## src/rtl/dcpu16_pkg.sv

```systemverilog
// ============================================================================
//  Module      : dcpu16_pkg
//  Description : Shared constants and helpers for the DCPU16 bus arbiter.
//                Optional feature macro used by dcpu16_arb: DCPU16_ARB_RR_EN.
//  Revision    : 1.0  initial release
// ============================================================================
`default_nettype none

package dcpu16_pkg;

    localparam int DEF_AW = 16;
    localparam int DEF_DW = 16;

    localparam logic [1:0] ARB_IDLE = 2'd0;
    localparam logic [1:0] ARB_BUSY = 2'd1;
    localparam logic [1:0] ARB_ACK  = 2'd2;

    // Index width that stays at least one bit wide for degenerate sizes.
    function automatic int clog2_min1(input int v);
        return (v <= 2) ? 1 : $clog2(v);
    endfunction

endpackage

`default_nettype wire

```

## src/rtl/dcpu16_arb_pick.sv

```systemverilog
// ============================================================================
//  Module      : dcpu16_arb_pick
//  Description : Combinational N-wide picker; first request at or after the
//                start index (wrapping) wins, giving one-hot grant and index.
//  Revision    : 1.0  initial release
// ============================================================================
`default_nettype none

module dcpu16_arb_pick
    import dcpu16_pkg::*;
#(
    parameter int NM = 2,
    parameter int IW = clog2_min1(NM)
) (
    input  logic [NM-1:0] req,
    input  logic [IW-1:0] start,
    output logic [NM-1:0] gnt,
    output logic [IW-1:0] idx,
    output logic          any
);

    int              pos;
    logic [NM-1:0]   w_hit;

    // Scan farthest-first so the closest request to start overwrites last.
    always_comb begin
        gnt   = '0;
        idx   = '0;
        pos   = 0;
        w_hit = '0;
        any   = |req;
        for (int k = NM - 1; k >= 0; k--) begin
            pos   = (int'(start) + k) % NM;
            w_hit = req >> pos;
            if (w_hit[0]) begin
                gnt = NM'(1) << pos;
                idx = IW'(pos);
            end
        end
    end

endmodule

`default_nettype wire

```

## src/rtl/dcpu16_arb.sv

```systemverilog
// ============================================================================
//  Module      : dcpu16_arb
//  Description : N-master stb/ack bus arbiter onto one memory slave with a
//                slave-timeout watchdog. Define DCPU16_ARB_RR_EN for
//                round-robin; otherwise lowest index has fixed priority.
//  Revision    : 1.0  initial release
// ============================================================================
`default_nettype none

module dcpu16_arb
    import dcpu16_pkg::*;
#(
    parameter int NM  = 2,
    parameter int AW  = DEF_AW,
    parameter int DW  = DEF_DW,
    parameter int TMO = 255
) (
    input  logic             clk,
    input  logic             rst,
    input  logic [NM-1:0]    m_stb,
    input  logic [NM-1:0]    m_wre,
    input  logic [NM*AW-1:0] m_adr,
    input  logic [NM*DW-1:0] m_dto,
    output logic [NM-1:0]    m_ack,
    output logic [NM-1:0]    m_err,
    output logic [DW-1:0]    m_dti,
    output logic             s_stb,
    output logic             s_wre,
    output logic [AW-1:0]    s_adr,
    output logic [DW-1:0]    s_dto,
    input  logic [DW-1:0]    s_dti,
    input  logic             s_ack
);

    localparam int            IW    = clog2_min1(NM);
    localparam int            CW    = clog2_min1(TMO + 1);
    localparam logic [CW-1:0] C_TMO = CW'(TMO);

    logic [1:0]    r_state;
    logic [NM-1:0] r_gnt;
    logic [CW-1:0] r_cnt;
    logic [IW-1:0] w_start;
    logic [IW-1:0] w_idx;
    logic [NM-1:0] w_gnt;
    logic          w_any;
    logic          w_tmo;

`ifdef DCPU16_ARB_RR_EN
    logic [IW-1:0] r_ptr;

    assign w_start = (r_ptr == IW'(NM - 1)) ? '0 : r_ptr + 1'b1;

    always_ff @(posedge clk or negedge rst) begin
        if (!rst) begin
            r_ptr <= IW'(NM - 1);
        end else if (r_state == ARB_IDLE && w_any) begin
            r_ptr <= w_idx;
        end
    end
`else
    assign w_start = '0;
`endif

    dcpu16_arb_pick #(
        .NM (NM),
        .IW (IW)
    ) u_pick (
        .req   (m_stb),
        .start (w_start),
        .gnt   (w_gnt),
        .idx   (w_idx),
        .any   (w_any)
    );

    assign w_tmo = (TMO != 0) && (r_cnt == C_TMO);

    always_ff @(posedge clk or negedge rst) begin
        if (!rst) begin
            r_state <= ARB_IDLE;
            r_gnt   <= '0;
            r_cnt   <= '0;
            m_ack   <= '0;
            m_err   <= '0;
            m_dti   <= '0;
            s_stb   <= 1'b0;
            s_wre   <= 1'b0;
            s_adr   <= '0;
            s_dto   <= '0;
        end else begin
            case (r_state)
                ARB_IDLE: begin
                    if (w_any) begin
                        s_stb   <= 1'b1;
                        s_wre   <= m_wre[w_idx];
                        s_adr   <= m_adr[w_idx*AW +: AW];
                        s_dto   <= m_dto[w_idx*DW +: DW];
                        r_gnt   <= w_gnt;
                        r_cnt   <= '0;
                        r_state <= ARB_BUSY;
                    end
                end
                ARB_BUSY: begin
                    if (s_ack) begin
                        s_stb   <= 1'b0;
                        m_ack   <= r_gnt;
                        m_err   <= '0;
                        m_dti   <= s_dti;
                        r_state <= ARB_ACK;
                    end else if (w_tmo) begin
                        s_stb   <= 1'b0;
                        m_ack   <= r_gnt;
                        m_err   <= r_gnt;
                        m_dti   <= '0;
                        r_state <= ARB_ACK;
                    end else if (r_cnt != C_TMO) begin
                        r_cnt <= r_cnt + 1'b1;
                    end
                end
                // One-cycle ack slot keeps a stale strobe from being re-granted.
                ARB_ACK: begin
                    m_ack   <= '0;
                    m_err   <= '0;
                    r_state <= ARB_IDLE;
                end
                default: begin
                    r_state <= ARB_IDLE;
                end
            endcase
        end
    end

endmodule

`default_nettype wire
```

## config.mk

```make
export PLATFORM = sky130hd
export DESIGN_NAME = dcpu16_arb
export DESIGN_NICKNAME = d
export VERILOG_FILES = /design/src/rtl/dcpu16_pkg.sv /design/src/rtl/dcpu16_arb_pick.sv /design/src/rtl/dcpu16_arb.sv
export SDC_FILE = /design/constraint.sdc
export NUM_CORES = 1
export LEC_CHECK = 0
export CAP_MARGIN = 20
export CORE_ASPECT_RATIO = 0.9
export CORE_MARGIN = 4
export CORE_UTILIZATION = 41
export CTS_CLUSTER_DIAMETER = 150
export DETAILED_ROUTE_END_ITERATION = 16
export PLACE_DENSITY = 0.81
export SETUP_SLACK_MARGIN = 0.15
export SYNTH_ARGS = -nofsm -noshare
export SYNTH_HDL_FRONTEND = slang
export SYNTH_SLANG_ARGS = --single-unit
```

## constraint.sdc

```tcl
create_clock -name clk -period 2.1 [get_ports clk]
set_input_delay 0.315 -clock clk [delete_from_list [all_inputs] [get_ports clk]]
set_output_delay 0.315 -clock clk [all_outputs]
set_load 0.1 [all_outputs]
```

==> results of run 1 <==
-- synth_stat cells --
cell type,n,area (um2)
a21bo_2,1,10.01
a21o_1,1,7.510
a21oi_1,3,15.01
a221o_1,1,10.01
a22o_1,16,140.1
a31oi_1,4,25.02
a32o_1,4,40.04
a41oi_1,1,8.760
and2_1,3,18.77
and2_4,1,8.760
and3_1,2,12.51
buf_2,7,35.03
buf_4,2,15.01
buf_6,4,45.04
clkbuf_1,7,26.28
clkbuf_2,1,5.000
dfrtp_1,66,1652
ha_1,1,12.51
inv_1,5,18.77
inv_2,1,3.750
mux2i_1,10,100.1
nand2_1,43,161.4
nand2b_1,2,12.51
nand3_1,9,45.04
nand4_4,1,21.27
nor2_1,4,15.01
nor2_4,1,11.26
nor2b_1,1,6.260
nor2b_2,1,8.760
nor3_1,1,5.000
nor3b_2,1,12.51
nor4_1,1,6.260
o211ai_1,1,7.510
o21a_1,1,7.510
o21ai_0,35,175.2
o21ai_1,2,10.01
o21ai_2,2,17.52
o22ai_1,25,156.4
or3b_1,1,8.760
-- per-stage QoR --
step                hold slack (ns)  worst slack (ns)  std cells    util
floorplan                   0.01941            0.6014        273       -
global placement             0.4323            0.3324        490  0.6341
finish                      0.05929            0.3683        506  0.6624
detailed placement           0.4460            0.2399        490  0.6341
global route                 0.1153            0.2247        506  0.6624
CTS                         0.07132            0.3732        506  0.6624
-- path summary, 6_finish.rpt --
check | from | to
hold / removal | rst | s_wre
max in group asynchronous | rst | r_gnt[1]
min in group clk | s_adr[13] | s_adr[13]
hold reg to reg | s_adr[13] | s_adr[13]
setup reg to reg | r_cnt[0] | m_dti[0]
setup / recovery | r_cnt[0] | m_dti[0]
-- routing by layer --
layer / wire [um] / track usage / up-vias
met2: 3609 / 0.3089 / 138
met4: 200 / 0.09439 / 0
met3: 889 / 0.08121 / 16
met5: 0 / 0 / -
li1: - / - / 1269
met1: 3293 / 0.2259 / 1202
-- flip-flops by register name, summed over array words and instances (netlist names) --
register / count
s_stb: 1
s_dto: 16
m_dti: 16
r_gnt: 2
s_adr: 16
r_cnt: 8
r_state: 2
m_ack: 2
s_wre: 1
m_err: 2
-- final cells by class --
| class | instances | area [um2] |
|---|---|---|
| Clock buffer | 11 | 151.4 |
| Timing Repair Buffer | 148 | 1371 |
| Clock inverter | 5 | 38.79 |
| Tap cell | 90 | 112.6 |
| Multi-Input combinational cell | 180 | 1107 |
| Sequential cell | 66 | 1652 |
| Fill cell | 544 | 2271 |
| Inverter | 6 | 22.52 |
-- cell families (layout without fill, tap and decap cells) --
family                   after synthesis  after routing  share of synthesized area
AO/OA/AOI/OAI                         97             97                     0.2176
buffers and inverters                 27            170                    0.05138
flip-flops                            66             66                     0.5699
AND/OR/NAND/NOR                       72             72                     0.1222
adder cells (fa/ha/maj)                1              1                   0.004317
multiplexers                          10             10                    0.03454
==> reports/metrics.yaml, run 1 <==
critical_path:
  slowest_stage: "dfrtp_1"
  reg2reg_depth: 6
  path_buf_inv: 1
  cpPeakStageDelay_ns: 0.43
  start_kind: "flip-flop"
  cp.arrival_ns: 1.96
  critPathMaxFanout: 16
  path_depth: 6
  worst-setup-path-type: "reg2reg"
  critical_path.top_delay_family: "flip-flops"
  endpoint_kind: "flip-flop"
  path_cells: "ha_1 -> nand4_4 -> nor2_4 -> o21ai_1 -> buf_4 -> a22o_1"
  cp.required_ns: 2.33
  rrSetupSlack_ns: 0.37
clocking:
  numCtsBuffers: 9
  holdBufCountCts: 0
  htree_levels: 3
  clkLatencyLatePin_ns: 0.35
  cts_root_buffer: "clkbuf_8"
  clock_sinks: 66
  path_clk_slew_ns: 0.08
  ctsResizeCount: 0
  postCtsSetupBuffers: 0
  cts_tree: "yes"
  clock_path_buffers: 2
layout:
  fin_area_um2: 4456
  layout.cells.most_common: "clkdlybuf4s50_1"
  drive_gt1_frac: 0.2139
  area_growth_syn_to_layout_pct: 53.76
  fin_nets: 499
  n_antenna_cell: 0
  final_cell_mix: "85 x clkdlybuf4s50_1, 66 x dfrtp_1, 58 x buf_4"
grt:
  grt-ovfl-total: 0
  grt_max_degree: 68
  grt_pass1_wl_um: 12920
  antenna_found_initial: 0
  grt_pass1_vias: 2639
  grt_use_total: 0.1925
detailed_routing:
  ant_nets: 0
  routed_via_density: 5.188
  wl_per_cell_um: 15.79
  wl_um: 7992
  vias: 2625
  first_iter_violations: 139
  firstDrtPassIters: 4
  drc: 0
run:
  maxCapViolations: 0
sta:
  finalSetupViolations: 0
  slew_violations: 0
  rsz0062_at_grt: "false"
  min_period_ns: 1.732
  worst_pin_slew_ns: 0.7975
  timing.final.crit_share: 0.8246
  timing.fmax_ghz: 0.5775
  finalSetupTns_ns: 0
  fin_worst_skew_ns: 0.009898
  slew_headroom: 0.4684
  hold_viol: 0
place:
  place_area_um2: 4265
  port_buffers: 140
  gp_congestion: 0.8301
  place_hpwl_um: 6101
yosys:
  synth_area_um2: 2898
  synth_nets: 361
  ys_seq_area_frac: 0.5699
  ys_ff_latch: 66
  yosysWarnings: 0
  yosysUniqueCellTypes: 39
  avgSynthCellArea_um2: 10.61
  netlist_instances: 273
die:
  die_area_um2: 8478
  start_util: 0.4308
  num_rows: 28
  die_w_um: 96.62
  io_pins: 141
  core_um2: 6726
  die-height_um: 87.76
run_status:
  outcome: "finished clean"
hold_path:
  hold_path.class: "in2async"
Power of run 1 is not shown: default switching activity piles up to over one toggle a cycle in this logic, so the estimate is an artifact.
==> inputs of run 2 (changes only) <==
CORE_UTILIZATION = 37   (was 41)
PLACE_DENSITY = 0.77   (was 0.81)
clock period = 1.4 ns   (was 2.1 ns; I/O delays follow)
==> reports/metrics.yaml, run 2 (synthesis results as in run 1) <==
place:
  port_buffers: 140  # unchanged
  place_ws_ns: -0.3155  # was 0.2399 ns
  gp_congestion: 0.8850  # was 0.8301
  place_hpwl_um: 6785  # was 6101 um
  place_area_um2: 5154  # was 4265 um2
sta:
  slew_headroom: 0.6966  # was 0.4684
  timing.fmax_ghz: 0.6562  # was 0.5775 GHz
  worst_pin_slew_ns: 0.4550  # was 0.7975 ns
  fin_worst_skew_ns: 0.01413  # was 0.009898 ns
  finalSetupViolations: 48  # was 0
  min_period_ns: 1.524  # was 1.732 ns
  rsz0062_at_grt: "true"  # was false
  finalSetupTns_ns: -2.409  # was 0 ns
  slew_violations: 0  # unchanged
  hold_viol: 0  # unchanged
  timing.final.crit_share: 1.088  # was 0.8246
  setup_slack_ns: -0.1239  # was 0.3683 ns
critical_path:
  cp.required_ns: 1.63  # was 2.33 ns
  start_kind: "flip-flop"  # unchanged
  path_cells: "buf_4 -> and3_1 -> and3_1 -> nand3_1 -> a221o_1"  # was ha_1 -> nand4_4 -> nor2_4 -> o21ai_1 -> buf_4 -> a22o_1
  slowest_stage: "dfrtp_1"  # unchanged
  crit_top_cell: "and3_1"
  cp.arrival_ns: 1.76  # was 1.96 ns
  endpoint_kind: "flip-flop"  # unchanged
  worst-setup-path-type: "reg2reg"  # unchanged
  critPathMaxFanout: 4  # was 16
  cpPeakStageDelay_ns: 0.41  # was 0.43 ns
detailed_routing:
  firstDrtPassIters: 5  # was 4
  first_iter_violations: 187  # was 139
  ant_nets: 0  # unchanged
  met3_length_um: 1528  # was 889 um
  vias: 3328  # was 2,625
  wl_met2_um: 7277  # was 3609 um
  routed_via_density: 5.975  # was 5.188
  wl_per_cell_um: 26.27  # was 15.79 um
  highest_layer: "met4"  # unchanged
  wl_met1_um: 5145  # was 3293 um
  wl_um: 14630  # was 7992 um
  drc: 0  # unchanged
layout:
  area_growth_syn_to_layout_pct: 119.5  # was 53.76%
  top_regs: "m_dti x16, s_adr x16, s_dto x16"  # unchanged
  n_antenna_cell: 0  # unchanged
  layout.cells.most_common: "clkdlybuf4s50_1"  # unchanged
  fin_nets: 544  # was 499
  final_cell_mix: "85 x clkdlybuf4s50_1, 64 x buf_12, 60 x dfrtp_1"  # was 85 x clkdlybuf4s50_1, 66 x dfrtp_1, 58 x buf_4
  fin_area_um2: 6360  # was 4456 um2
  drive_gt1_frac: 0.4685  # was 0.2139
clocking:
  clkLatencyLatePin_ns: 0.36  # was 0.35 ns
  htree_levels: 3  # unchanged
  cts_root_buffer: "clkbuf_8"  # unchanged
  numCtsBuffers: 9  # unchanged
  clock_sinks: 66  # unchanged
  cts_tree: "yes"  # unchanged
  clock_path_buffers: 2  # unchanged
  path_clk_slew_ns: 0.08  # about the same
pwr:
  leakagePower_nw: 2.733
  p_sw_frac: 0.5249
  internal_power_mw: 8.892
  total_power_mw: 18.72
  peakVddDrop_v: 0.001817
  seq_power_share: 0.203
  power_density_nw_per_um2: 2943
  power_frac_comb: 0.694
  p_switching_mw: 9.823
  p_clk_frac: 0.103
die:
  start_util: 0.3822  # was 0.4308
  die_area_um2: 9314  # was 8478 um2
  die_w_um: 101.3  # was 96.62 um
  die-height_um: 91.96  # was 87.76 um
  num_rows: 30  # was 28
  io_pins: 141  # unchanged
  core_um2: 7582  # was 6726 um2
run:
  maxCapViolations: 0  # unchanged
grt:
  grt_pass1_wl_um: 17690  # was 12,920 um
  grt_pass1_vias: 3313  # was 2,639
  grt_use_total: 0.2503  # was 0.1925
  antenna_found_initial: 0  # unchanged
  grt_max_degree: 34  # was 68
  grt-ovfl-total: 0  # unchanged
run_status:
  outcome: "complete, but fails checks"  # was finished clean
  violations: "negative setup slack"
hold_path:
  hold_path.class: "in2async"  # unchanged
==> run 2: worst max-delay path: cells and delay by family (launching register included) <==
family / cells / cell delay, ns
buf+inv: 1 / 0.16
compound gates: 1 / 0.30
simple gates: 3 / 0.53
flops: 1 / 0.41
==> run 2: timing repair <==
item | CTS | global route
gates resized for setup | 108 | 46
hold endpoints to repair | 16 | 0
buffers inserted | 11 | 4
gates cloned | 8 | 4
pin swaps | 33 | 22
setup endpoints to repair | 64 | 66
hold buffers | 1 | 0
==> run 2: worst paths after layout <==
kind | slack, ns | end | depth (start not counted) | start
min in group clk | 0.45 | m_dti[3] | 2 | s_dti[3]
hold reg to reg | 0.56 | s_adr[15] | 2 | s_adr[15]
max in group asynchronous | 0.53 | s_adr[7] | 3 | rst
setup reg to reg | -0.12 | r_cnt[7] | 5 | r_cnt[1]
setup / recovery | -0.12 | r_cnt[7] | 5 | r_cnt[1]
hold / removal | 0.33 | m_dti[15] | 2 | rst
==> run 2: layer usage <==
layer	up-vias	track usage
met1	1651	0.2746
li1	1371	-
met4	0	0.1196
met2	240	0.4194
met3	66	0.09810
met5	-	0
==> run 2: power by group through the flow <==
stage,sequential (mW),clock (mW),combinational [mW]
6_report,3.80,1.93,13.0
4_1_cts,3.65,1.84,11.9
3_3_place_gp,3.58,0,10.4
5_1_grt,3.86,2.01,13.3
2_1_floorplan,8.17,0,1.62
3_5_place_dp,3.64,0,10.5
==> run 2: area by class of cell <==
class / instances / area (um2)
Clock buffer: 10 / 137.6
Tap cell: 96 / 120.1
Inverter: 6 / 25.02
Timing Repair Buffer: 193 / 2726
Fill cell: 318 / 1222
Multi-Input combinational cell: 180 / 1602
Clock inverter: 6 / 90.09
Sequential cell: 66 / 1659
==> run 2: metrics by stage <==
stage | utilization | hold slack, ns | std cells
final | 0.8388 | 0.3330 | 557
after global routing | 0.8388 | 0.3772 | 557
after floorplan | - | -0.08559 | 273
after CTS | 0.7947 | 0.3398 | 549
after detailed placement | 0.6797 | 0.1748 | 513
after global placement | 0.6797 | 0.1658 | 513
Power figures use the tool's default switching activity.
